**config.mk**
```make
export PLATFORM = sky130hd
export DESIGN_NAME = inst_encoder_flat
export DESIGN_NICKNAME = d
export VERILOG_FILES = /design/src/rtl/inst_encoder_pkg.sv /design/src/rtl/inst_encoder_if.sv /design/src/rtl/inst_field_chk.sv /design/src/rtl/inst_encoder.sv /design/src/flat_wrapper.sv
export SDC_FILE = /design/constraint.sdc
export NUM_CORES = 1
export LEC_CHECK = 0
export CAP_MARGIN = 30
export CORE_ASPECT_RATIO = 1.4
export CORE_MARGIN = 2
export CORE_UTILIZATION = 40
export DETAILED_ROUTE_END_ITERATION = 16
export PLACE_DENSITY_LB_ADDON = 0.05
export SKIP_LAST_GASP = 1
export SLEW_MARGIN = 15
export SYNTH_ARGS = -nofsm -noshare
export SYNTH_HDL_FRONTEND = slang
export SYNTH_SLANG_ARGS = --single-unit
export TNS_END_PERCENT = 20
```
**constraint.sdc**
```tcl
create_clock -name clk_i -period 3.5 [get_ports clk_i]
set_clock_uncertainty 0.1 [all_clocks]
set_input_delay 0.7 -clock clk_i [delete_from_list [all_inputs] [get_ports clk_i]]
set_output_delay 0.7 -clock clk_i [all_outputs]
set_load 0.02 [all_outputs]
```
**src/rtl/inst_encoder_pkg.sv**
```systemverilog
// Shared opcode/funct3 constants, immediate limits and the request field bundle
// used by the RV32I instruction encoder.
package inst_encoder_pkg;

  localparam int unsigned INST_W    = 32;
  localparam int unsigned OPCODE_W  = 7;
  localparam int unsigned REG_W     = 5;
  localparam int unsigned FUNCT3_W  = 3;
  localparam int unsigned FUNCT7_W  = 7;
  localparam int unsigned ERR_CNT_W = 8;

  localparam logic [OPCODE_W-1:0] OPCODE_OP_IMM = 7'b0010011;
  localparam logic [OPCODE_W-1:0] OPCODE_LOAD   = 7'b0000011;
  localparam logic [OPCODE_W-1:0] OPCODE_STORE  = 7'b0100011;
  localparam logic [OPCODE_W-1:0] OPCODE_BRANCH = 7'b1100011;
  localparam logic [OPCODE_W-1:0] OPCODE_OP     = 7'b0110011;

  localparam logic [FUNCT3_W-1:0] FUNCT3_SLL = 3'b001;
  localparam logic [FUNCT3_W-1:0] FUNCT3_SR  = 3'b101;

  localparam int IMM12_MIN = -2048;
  localparam int IMM12_MAX = 2047;
  localparam int SHAMT_MIN = 0;
  localparam int SHAMT_MAX = 31;
  localparam int IMM_B_MIN = -4096;
  localparam int IMM_B_MAX = 4094;

  typedef struct packed {
    logic [OPCODE_W-1:0] opcode;
    logic [REG_W-1:0]    rd;
    logic [REG_W-1:0]    rs1;
    logic [REG_W-1:0]    rs2;
    logic [FUNCT3_W-1:0] funct3;
    logic [FUNCT7_W-1:0] funct7;
    logic [INST_W-1:0]   imm;
  } inst_fields_t;

  function automatic logic in_range(input int v, input int lo, input int hi);
    return (v >= lo) && (v <= hi);
  endfunction

endpackage

```
**src/rtl/inst_encoder_if.sv**
```systemverilog
// Request / memory-write bundle between the loader and the instruction encoder.
interface inst_encoder_if
  import inst_encoder_pkg::*;
#(
  parameter int unsigned ADDR_W = 10
);
  logic                  Req_Valid_i;
  logic                  Req_Ready_o;
  logic [OPCODE_W-1:0]   Opcode_i;
  logic [REG_W-1:0]      Rd_i;
  logic [REG_W-1:0]      Rs1_i;
  logic [REG_W-1:0]      Rs2_i;
  logic [FUNCT3_W-1:0]   Funct3_i;
  logic [FUNCT7_W-1:0]   Funct7_i;
  logic [INST_W-1:0]     Imm_i;
  logic                  Addr_Load_i;
  logic [ADDR_W-1:0]     Addr_i;
  logic                  Wr_Valid_o;
  logic                  Wr_Ready_i;
  logic [ADDR_W-1:0]     Wr_Addr_o;
  logic [INST_W-1:0]     Wr_Data_o;
  logic                  Err_o;
  logic [ERR_CNT_W-1:0]  Err_Cnt_o;

  modport master (
    output Req_Valid_i, Opcode_i, Rd_i, Rs1_i, Rs2_i, Funct3_i, Funct7_i, Imm_i,
           Addr_Load_i, Addr_i, Wr_Ready_i,
    input  Req_Ready_o, Wr_Valid_o, Wr_Addr_o, Wr_Data_o, Err_o, Err_Cnt_o
  );

  modport slave (
    input  Req_Valid_i, Opcode_i, Rd_i, Rs1_i, Rs2_i, Funct3_i, Funct7_i, Imm_i,
           Addr_Load_i, Addr_i, Wr_Ready_i,
    output Req_Ready_o, Wr_Valid_o, Wr_Addr_o, Wr_Data_o, Err_o, Err_Cnt_o
  );
endinterface

```
**src/rtl/inst_field_chk.sv**
```systemverilog
// Combinational legality check of an opcode and its immediate against the
// range the target instruction format can represent.
module inst_field_chk
  import inst_encoder_pkg::*;
(
  input  logic [OPCODE_W-1:0] opcode,
  input  logic [FUNCT3_W-1:0] funct3,
  input  logic [INST_W-1:0]   imm,
  output logic                legal
);
  int imm_s;
  assign imm_s = $signed(imm);

  always_comb begin
    legal = 1'b0;
    case (opcode)
      OPCODE_OP_IMM: begin
        if (funct3 == FUNCT3_SLL || funct3 == FUNCT3_SR)
          legal = in_range(imm_s, SHAMT_MIN, SHAMT_MAX);
        else
          legal = in_range(imm_s, IMM12_MIN, IMM12_MAX);
      end
      OPCODE_LOAD, OPCODE_STORE: legal = in_range(imm_s, IMM12_MIN, IMM12_MAX);
      // Branch offsets are halfword-aligned, so bit 0 is never encoded.
      OPCODE_BRANCH: legal = in_range(imm_s, IMM_B_MIN, IMM_B_MAX) && !imm[0];
      OPCODE_OP:     legal = 1'b1;
      default:       legal = 1'b0;
    endcase
  end
endmodule

```
**src/rtl/inst_encoder.sv**
```systemverilog
// Packs decoded RV32I fields into machine words and streams them into
// instruction memory at an auto-incrementing word pointer.
module inst_encoder
  import inst_encoder_pkg::*;
#(
  parameter int unsigned ADDR_W    = 10,
  parameter int unsigned BASE_ADDR = 0
) (
  input logic           clk_i,
  input logic           rst_i,
  inst_encoder_if.slave bus
);
  inst_fields_t      req;
  logic              legal_c;
  logic              accept_c;
  logic [INST_W-1:0] word_c;
  logic [ADDR_W-1:0] ptr;
  logic              unused_imm_hi;

  assign req = '{opcode: bus.Opcode_i, rd: bus.Rd_i, rs1: bus.Rs1_i, rs2: bus.Rs2_i,
                 funct3: bus.Funct3_i, funct7: bus.Funct7_i, imm: bus.Imm_i};
  assign unused_imm_hi = ^req.imm[INST_W-1:13];

  inst_field_chk u_chk (
    .opcode (req.opcode),
    .funct3 (req.funct3),
    .imm    (req.imm),
    .legal  (legal_c)
  );

  // The output slot is free when empty or draining this cycle.
  assign bus.Req_Ready_o = !rst_i && !bus.Addr_Load_i && (!bus.Wr_Valid_o || bus.Wr_Ready_i);
  assign accept_c        = bus.Req_Valid_i && bus.Req_Ready_o;

  always_comb begin
    word_c = {req.funct7, req.rs2, req.rs1, req.funct3, req.rd, req.opcode};
    case (req.opcode)
      OPCODE_OP_IMM: begin
        if (req.funct3 == FUNCT3_SLL || req.funct3 == FUNCT3_SR)
          word_c = {req.funct7, req.imm[4:0], req.rs1, req.funct3, req.rd, req.opcode};
        else
          word_c = {req.imm[11:0], req.rs1, req.funct3, req.rd, req.opcode};
      end
      OPCODE_LOAD:
        word_c = {req.imm[11:0], req.rs1, req.funct3, req.rd, req.opcode};
      OPCODE_STORE:
        word_c = {req.imm[11:5], req.rs2, req.rs1, req.funct3, req.imm[4:0], req.opcode};
      OPCODE_BRANCH:
        word_c = {req.imm[12], req.imm[10:5], req.rs2, req.rs1, req.funct3,
                  req.imm[4:1], req.imm[11], req.opcode};
      default: ;
    endcase
  end

  // Output slot, error reporting and write pointer.
  always_ff @(posedge clk_i) begin
    if (rst_i) begin
      bus.Wr_Valid_o <= 1'b0;
      bus.Wr_Addr_o  <= '0;
      bus.Wr_Data_o  <= '0;
      bus.Err_o      <= 1'b0;
      bus.Err_Cnt_o  <= '0;
      ptr            <= ADDR_W'(BASE_ADDR);
    end else begin
      bus.Err_o <= accept_c && !legal_c;
      if (accept_c && !legal_c && bus.Err_Cnt_o != {ERR_CNT_W{1'b1}})
        bus.Err_Cnt_o <= bus.Err_Cnt_o + ERR_CNT_W'(1);
      if (bus.Wr_Ready_i)
        bus.Wr_Valid_o <= 1'b0;
      if (accept_c && legal_c) begin
        bus.Wr_Valid_o <= 1'b1;
        bus.Wr_Addr_o  <= ptr;
        bus.Wr_Data_o  <= word_c;
        ptr            <= ptr + ADDR_W'(1);
      end
      // Never coincides with an accept, since ready is held low during a load.
      if (bus.Addr_Load_i)
        ptr <= bus.Addr_i;
    end
  end
endmodule

```
**src/flat_wrapper.sv**
```systemverilog
// flat-port wrapper written by rule: the top's interface ports become plain ports
module inst_encoder_flat import inst_encoder_pkg::*;
#(
  parameter int unsigned ADDR_W    = 10,
  parameter int unsigned BASE_ADDR = 0
)
  (clk_i, rst_i, bus_Req_Valid_i, bus_Opcode_i, bus_Rd_i, bus_Rs1_i, bus_Rs2_i, bus_Funct3_i, bus_Funct7_i, bus_Imm_i, bus_Addr_Load_i, bus_Addr_i, bus_Wr_Ready_i, bus_Req_Ready_o, bus_Wr_Valid_o, bus_Wr_Addr_o, bus_Wr_Data_o, bus_Err_o, bus_Err_Cnt_o);
  inst_encoder_if #(.ADDR_W(ADDR_W)) bus_i ();
  input logic clk_i;
  input logic rst_i;
  input wire logic [$bits(bus_i.Req_Valid_i)-1:0] bus_Req_Valid_i;
  input wire logic [$bits(bus_i.Opcode_i)-1:0] bus_Opcode_i;
  input wire logic [$bits(bus_i.Rd_i)-1:0] bus_Rd_i;
  input wire logic [$bits(bus_i.Rs1_i)-1:0] bus_Rs1_i;
  input wire logic [$bits(bus_i.Rs2_i)-1:0] bus_Rs2_i;
  input wire logic [$bits(bus_i.Funct3_i)-1:0] bus_Funct3_i;
  input wire logic [$bits(bus_i.Funct7_i)-1:0] bus_Funct7_i;
  input wire logic [$bits(bus_i.Imm_i)-1:0] bus_Imm_i;
  input wire logic [$bits(bus_i.Addr_Load_i)-1:0] bus_Addr_Load_i;
  input wire logic [$bits(bus_i.Addr_i)-1:0] bus_Addr_i;
  input wire logic [$bits(bus_i.Wr_Ready_i)-1:0] bus_Wr_Ready_i;
  output wire logic [$bits(bus_i.Req_Ready_o)-1:0] bus_Req_Ready_o;
  output wire logic [$bits(bus_i.Wr_Valid_o)-1:0] bus_Wr_Valid_o;
  output wire logic [$bits(bus_i.Wr_Addr_o)-1:0] bus_Wr_Addr_o;
  output wire logic [$bits(bus_i.Wr_Data_o)-1:0] bus_Wr_Data_o;
  output wire logic [$bits(bus_i.Err_o)-1:0] bus_Err_o;
  output wire logic [$bits(bus_i.Err_Cnt_o)-1:0] bus_Err_Cnt_o;
  assign bus_i.Req_Valid_i = bus_Req_Valid_i;
  assign bus_i.Opcode_i = bus_Opcode_i;
  assign bus_i.Rd_i = bus_Rd_i;
  assign bus_i.Rs1_i = bus_Rs1_i;
  assign bus_i.Rs2_i = bus_Rs2_i;
  assign bus_i.Funct3_i = bus_Funct3_i;
  assign bus_i.Funct7_i = bus_Funct7_i;
  assign bus_i.Imm_i = bus_Imm_i;
  assign bus_i.Addr_Load_i = bus_Addr_Load_i;
  assign bus_i.Addr_i = bus_Addr_i;
  assign bus_i.Wr_Ready_i = bus_Wr_Ready_i;
  assign bus_Req_Ready_o = bus_i.Req_Ready_o;
  assign bus_Wr_Valid_o = bus_i.Wr_Valid_o;
  assign bus_Wr_Addr_o = bus_i.Wr_Addr_o;
  assign bus_Wr_Data_o = bus_i.Wr_Data_o;
  assign bus_Err_o = bus_i.Err_o;
  assign bus_Err_Cnt_o = bus_i.Err_Cnt_o;
  inst_encoder #(.ADDR_W(ADDR_W), .BASE_ADDR(BASE_ADDR)) u_core (.clk_i(clk_i), .rst_i(rst_i), .bus(bus_i));
endmodule
```
Word-level counts from Yosys, hierarchy flattened
Cells that the tools add are included.

operators by class
  add/sub/neg operators = 2
  magnitude comparators = 6
  equal/unequal tests = 8
  mux-type cells = 8
  reduce and logical (&&, ||, !) cells = 20

operators by type and width
  operator               number
  $pmux 32 s4            1
  $ge 32x1->1 const B    1
  $ge 32x12->1 const B   1
  $ge 32x13->1 const B   1
  $le 32x12->1 const B   1
  $le 32x13->1 const B   1
  $le 32x6->1 const B    1
  $mux 32                1
  $mux 10                2
  $eq 7x6->1 const B     2
  $add 10x1->10 const B  1
  $logic_and 1x1->1      10
  $add 8x1->8 const B    1
  $ne 8x8->1 const B     1
  $eq 7x2->1 const B     1
  $eq 7x5->1 const B     1
  $eq 7x7->1 const B     1
  $logic_not 1->1        5
  $pmux 1 s4             1
  $reduce_bool 2->1      2
  $eq 3x1->1 const B     1
  $eq 3x3->1 const B     1
  $mux 1                 3
  $logic_or 1x1->1       2
  $reduce_or 2->1        1

word-level totals
  bits in registers = 62
  input port bits = 79
  output and inout bits = 53
  logic and storage cells = 50

Longest topological paths before layout
Gate-level depths: netlist of run 1.

  word-level depth = 7
  gate-level depth with buffers = 10
  depth with buffers taken out = 8

Modules after synthesis
Synthesis of run 1 repeated with hierarchy kept, for this count alone.

unflattened totals
  cell total of the unflattened synthesis = 371
  area, all modules = 2,964.1 um2

by module, submodules not included
  module          instances  cells each  area each (um2)  sequential area each (um2)
  inst_encoder    1          341         2,765.2          1,241.2
  inst_field_chk  1          30          198.9            0.0

Worst setup path before layout of run 1
No wires, ideal clock.

  path type = input-to-reg
  from = input rst_i
  to = register u_core.bus.Err_Cnt_o[7]
  setup time = 70 ps
  arrival = 2,811 ps
  data required time = 3,330 ps
  path slack = 519 ps
  stages on the path = 7
  path buffers = 1
  cells stage by stage = clkbuf_1 -> nor3_1 -> nand2_1 -> nor4_1 -> nand2_1 -> or4_1 -> a21oi_1

between the ends
  longest elaborated chain between the ends = 6

RTL lines
  what                             RTL line               text
  start: declaration               flat_wrapper.sv:10     input logic rst_i;
  $logic_not 1->1                  inst_encoder.sv:32     assign bus.Req_Ready_o = !rst_i && !bus.Addr_Load_i && (!bus.Wr_Valid_o || bus.Wr_Ready_i);
  $logic_and 1x1->1 (2 in series)  inst_encoder.sv:32
  net bus_Req_Ready_o              flat_wrapper.sv:22     output wire logic [$bits(bus_i.Req_Ready_o)-1:0] bus_Req_Ready_o;
  $logic_and 1x1->1                inst_encoder.sv:33     assign accept_c = bus.Req_Valid_i && bus.Req_Ready_o;
  $logic_and 1x1->1 (2 in series)  inst_encoder.sv:66     if (accept_c && !legal_c && bus.Err_Cnt_o != {ERR_CNT_W{1'b1}})
  end signal: assignment           inst_encoder.sv:67     bus.Err_Cnt_o <= bus.Err_Cnt_o + ERR_CNT_W'(1);
  end: declaration                 inst_encoder_if.sv:34  output Req_Ready_o, Wr_Valid_o, Wr_Addr_o, Wr_Data_o, Err_o, Err_Cnt_o

The timed path passes the listed nets, and every way through them passes these cells.
A chain may end at the register's enable or synchronous reset.

Worst setup path in the final report of run 1
  from = input bus_Imm_i[8]
  to = register u_core.ptr[7]

between the ends
  longest elaborated chain between the ends = 6
  elaborated cells on any way between the ends = 14
  those cells by class = order compare (6); mux (2); reduce/logical (6)

RTL lines
  what                                                RTL line                                    text
  start: declaration                                  flat_wrapper.sv:18                          input wire logic [$bits(bus_i.Imm_i)-1:0] bus_Imm_i;
  $ge 32x12->1, or another cell as far along          inst_encoder_pkg.sv:39                      return (v >= lo) && (v <= hi);
  $logic_and 1x1->1                                   inst_encoder_pkg.sv:39
  $mux 1 / $logic_and 1x1->1 (equally long branches)  inst_field_chk.sv:18, inst_field_chk.sv:25
  $pmux 1 s4 (*)                                      inst_field_chk.sv:16                        case (opcode)
  $logic_and 1x1->1 (*)                               inst_encoder.sv:70                          if (accept_c && legal_c) begin
  $reduce_bool 2->1 (no line) (*)                     -
  end signal: assignment                              inst_encoder.sv:63                          ptr <= ADDR_W'(BASE_ADDR);
  end signal: assignment                              inst_encoder.sv:74                          ptr <= ptr + ADDR_W'(1);
  end signal: assignment                              inst_encoder.sv:78                          ptr <= bus.Addr_i;
  end: declaration                                    inst_encoder.sv:17                          logic [ADDR_W-1:0] ptr;

Every way passes the cells marked *; elsewhere a longest branch is shown, timed or not.

==> results of run 1 <==
==> registers in the layout (all words and copies together) (netlist names) <==
signal	flops
u_core.ptr	10
u_core.bus.Err_o	1
u_core.bus.Wr_Data_o	32
u_core.bus.Err_Cnt_o	8
u_core.bus.Wr_Addr_o	10
u_core.bus.Wr_Valid_o	1
==> cells by family (layout without fill, tap and decap cells) <==
| family | count (synthesis) | count (layout) | synth area share |
|---|---|---|---|
| AND/OR/NAND/NOR | 129 | 129 | 0.2299 |
| flip-flops | 62 | 62 | 0.4239 |
| adder cells (fa/ha/maj) | 2 | 2 | 0.008546 |
| AO/OA/AOI/OAI | 56 | 56 | 0.1457 |
| XOR/XNOR | 3 | 3 | 0.008976 |
| multiplexers | 40 | 40 | 0.1368 |
| buffers and inverters | 23 | 161 | 0.04615 |
==> final timing paths <==
kind / startpoint / end / slack [ns] / cells past startpoint
setup / recovery: bus_Imm_i[8] / u_core.ptr[7] / 0.42 / 9
hold / removal: u_core.bus.Wr_Data_o[2] / u_core.bus.Wr_Data_o[2] / 0.37 / 1
setup reg to reg: u_core.bus.Err_Cnt_o[0] / u_core.bus.Err_Cnt_o[7] / 1.12 / 7
hold reg to reg: u_core.bus.Wr_Data_o[2] / u_core.bus.Wr_Data_o[2] / 0.37 / 1
==> cells in the final DEF, fill, tap and decap left out, types with 3 or more instances in the layout <==
master,netlist,layout
a22oi_1,6,6
buf_4,0,8
and3_1,4,4
nand2_1,14,14
a21oi_1,11,11
o311ai_0,7,7
clkbuf_8,0,12
inv_1,5,5
xor2_1,3,3
nand3_1,10,10
nor3b_1,3,3
a211oi_1,17,17
o21ai_0,3,3
nor2_1,60,60
nor4_1,5,5
clkdlybuf4s50_1,0,130
nand4_1,5,5
mux2i_1,40,40
dfxtp_1,62,62
nor3_1,5,5
==> layer usage <==
| layer | routed length (um) | part of all wire | track usage | up-vias |
|---|---|---|---|---|
| met2 | 3886 | 0.51 | 0.3534 | 98 |
| li1 | - | - | - | 1433 |
| met3 | 589 | 0.078 | 0.07620 | 9 |
| met1 | 3017 | 0.40 | 0.2151 | 1288 |
| met4 | 105 | 0.014 | 0.06364 | 0 |
| met5 | 0 | 0 | 0 | - |
==> power breakdown <==
part	leakage [uW]	internal (uW)	switching [uW]
clock network	0.000104	382	275
logic	0.000998	107	61.6
registers	0.000502	714	9.67
==> area by class of cell <==
class	instances	area [um^2]
clock inverter	3	42.54
fill	602	2475
inverter	5	18.77
sequential	62	1241
tap	95	118.9
clock buffer	12	165.2
multi-input combinational	230	1559
timing repair buffer	141	1406
==> per-stage QoR <==
stage	area, um^2	instances	total power, uW	setup WS [ns]	hold slack, ns
after floorplan	2928	315	795.4	0.5188	0.3813
after global placement	4344	533	905.2	0.06241	0.3626
after detailed placement	4344	533	907.9	0.02625	0.3655
after CTS	4552	548	1567	0.3821	0.3740
after global routing	4552	548	1606	0.2647	0.3861
final	4552	548	1548	0.4233	0.3710
==> worst reg2reg max path, stage by stage, from the launching register on <==
cell     delay, ns
dfxtp_1       0.35
ha_1          0.22
and3_1        0.19
and3_1        0.18
nor4_1        0.35
nand2_1       0.23
or4_1         0.54
a21oi_1       0.14
==> impl_metrics.toml, run 1 <==
[worst_setup_path]
worst-path-buf-inv = 2
required_ns = 3.63
crit_path_max_fanout = 9
slowest_delay_ns = 0.47
worstSetupEndpointType = "register"
arrival_ns = 3.21
cp_slowest_cell = "a2111oi_4"
worstSetupPathType = "input port to register"
cp_cell_sequence = "clkdlybuf4s50_1 > nor4_1 > buf_4 > nand2_1 > a2111oi_4 > nor2_2 > and2_4 > o41a_1 > o311a_1"
cp-start-kind = "input port"
crit_family = "compound AO/OA/AOI/OAI gates"

[logic_synthesis]
synth_most_common_cell = "dfxtp_1"
ys.flop_type = "dfxtp_1"
ys_warn_count = 0
synth_cells = 315
syn_area_um2 = 2928
synth.area.top_cells = "dfxtp_1, mux2i_1, nor2_1, a211oi_1, o311ai_0"
seq_area_frac_synth = 0.4239
syn_area_per_cell_um2 = 9.295
synth_top_cell_area_share = 0.4239
syn_nets = 396
synth_seq_cells = 62
synth_top_area_cell = "dfxtp_1"
synth_cell_types = 49
ys_top_cells_by_count = "dfxtp_1, nor2_1, mux2i_1"
synth_edf_count = 0
synthArstFlopShare = 0

[clock_network]
tritoncts.num_buffers = 9
hold_buffers = 0
clkTransAtPathRegs_ns = 0.07
root_buffer = "clkbuf_8"
htree_num_levels = 3
post_cts_buffers = 0
cts_tree = "built"
cts_resized = 0
clock_latency_ns = 0.34
clockBufferDepth = 2
cts.sinks = 62

[floorplanning]
die-area_um2 = 8030
coreArea_um2 = 7027
start_util = 0.4167
io_pins = 132
chipWidth_um = 76.31
std_cell_rows = 36
die_h_um = 105.2

[hold_path]
min_path_type = "register to register"

[sta]
finalHoldViolCount = 0
rsz0062_at_grt = "false"
timing.slew.headroom = 0.5741
setup_viol = 0
period_minus_slack_ns = 3.077
period_share = 0.8790
tightestPinTransition_ns = 0.6388
drv_slew = 0
tns_ns = 0
fmax_mhz = 325.0

[grt]
grt_overflow_total = 0
track_usage = 0.1984
grt_max_degree = 60
grt_pass1_wl_um = 12900
antenna_found_initial = 0
grt_pass1_vias = 2787

[final_layout]
final_nets = 530
area_growth_pct = 55.47
layout-drive-gt1-share = 0.08389
antenna_cells = 0
post-route-util = 0.6478

[route]
firstDrtPassIters = 4
wl_um = 7599
drc = 0
via_per_inst = 5.161
avgRoutedWirePerCell_um = 13.87
vias = 2828
ant_nets = 0
drt_iter0_markers = 83

[placement]
dp_hpwl_um = 5659
io_buffers = 131
gp_congestion = 0.7832

[power]
p_per_area_nw_per_um2 = 340.2
p_leak_uw = 0.001604
vdd_drop_max_mv = 0.2214

[status]
outcome = "finished, final reports clean"

[flow_run]
drv_cap = 0
No activity file was read; power rests on OpenSTA's default activity.
==> run 2: changes to the inputs <==
Settings changed: CAP_MARGIN 30 to default.
==> results of run 2 <==
The final DEF is identical to that of run 1; final timing and power are the same.
==> run 3: changes to the inputs <==
Settings changed: SLEW_MARGIN 15 to 40.
==> results of run 3 <==
The final DEF is identical to that of run 1; final timing and power are the same.
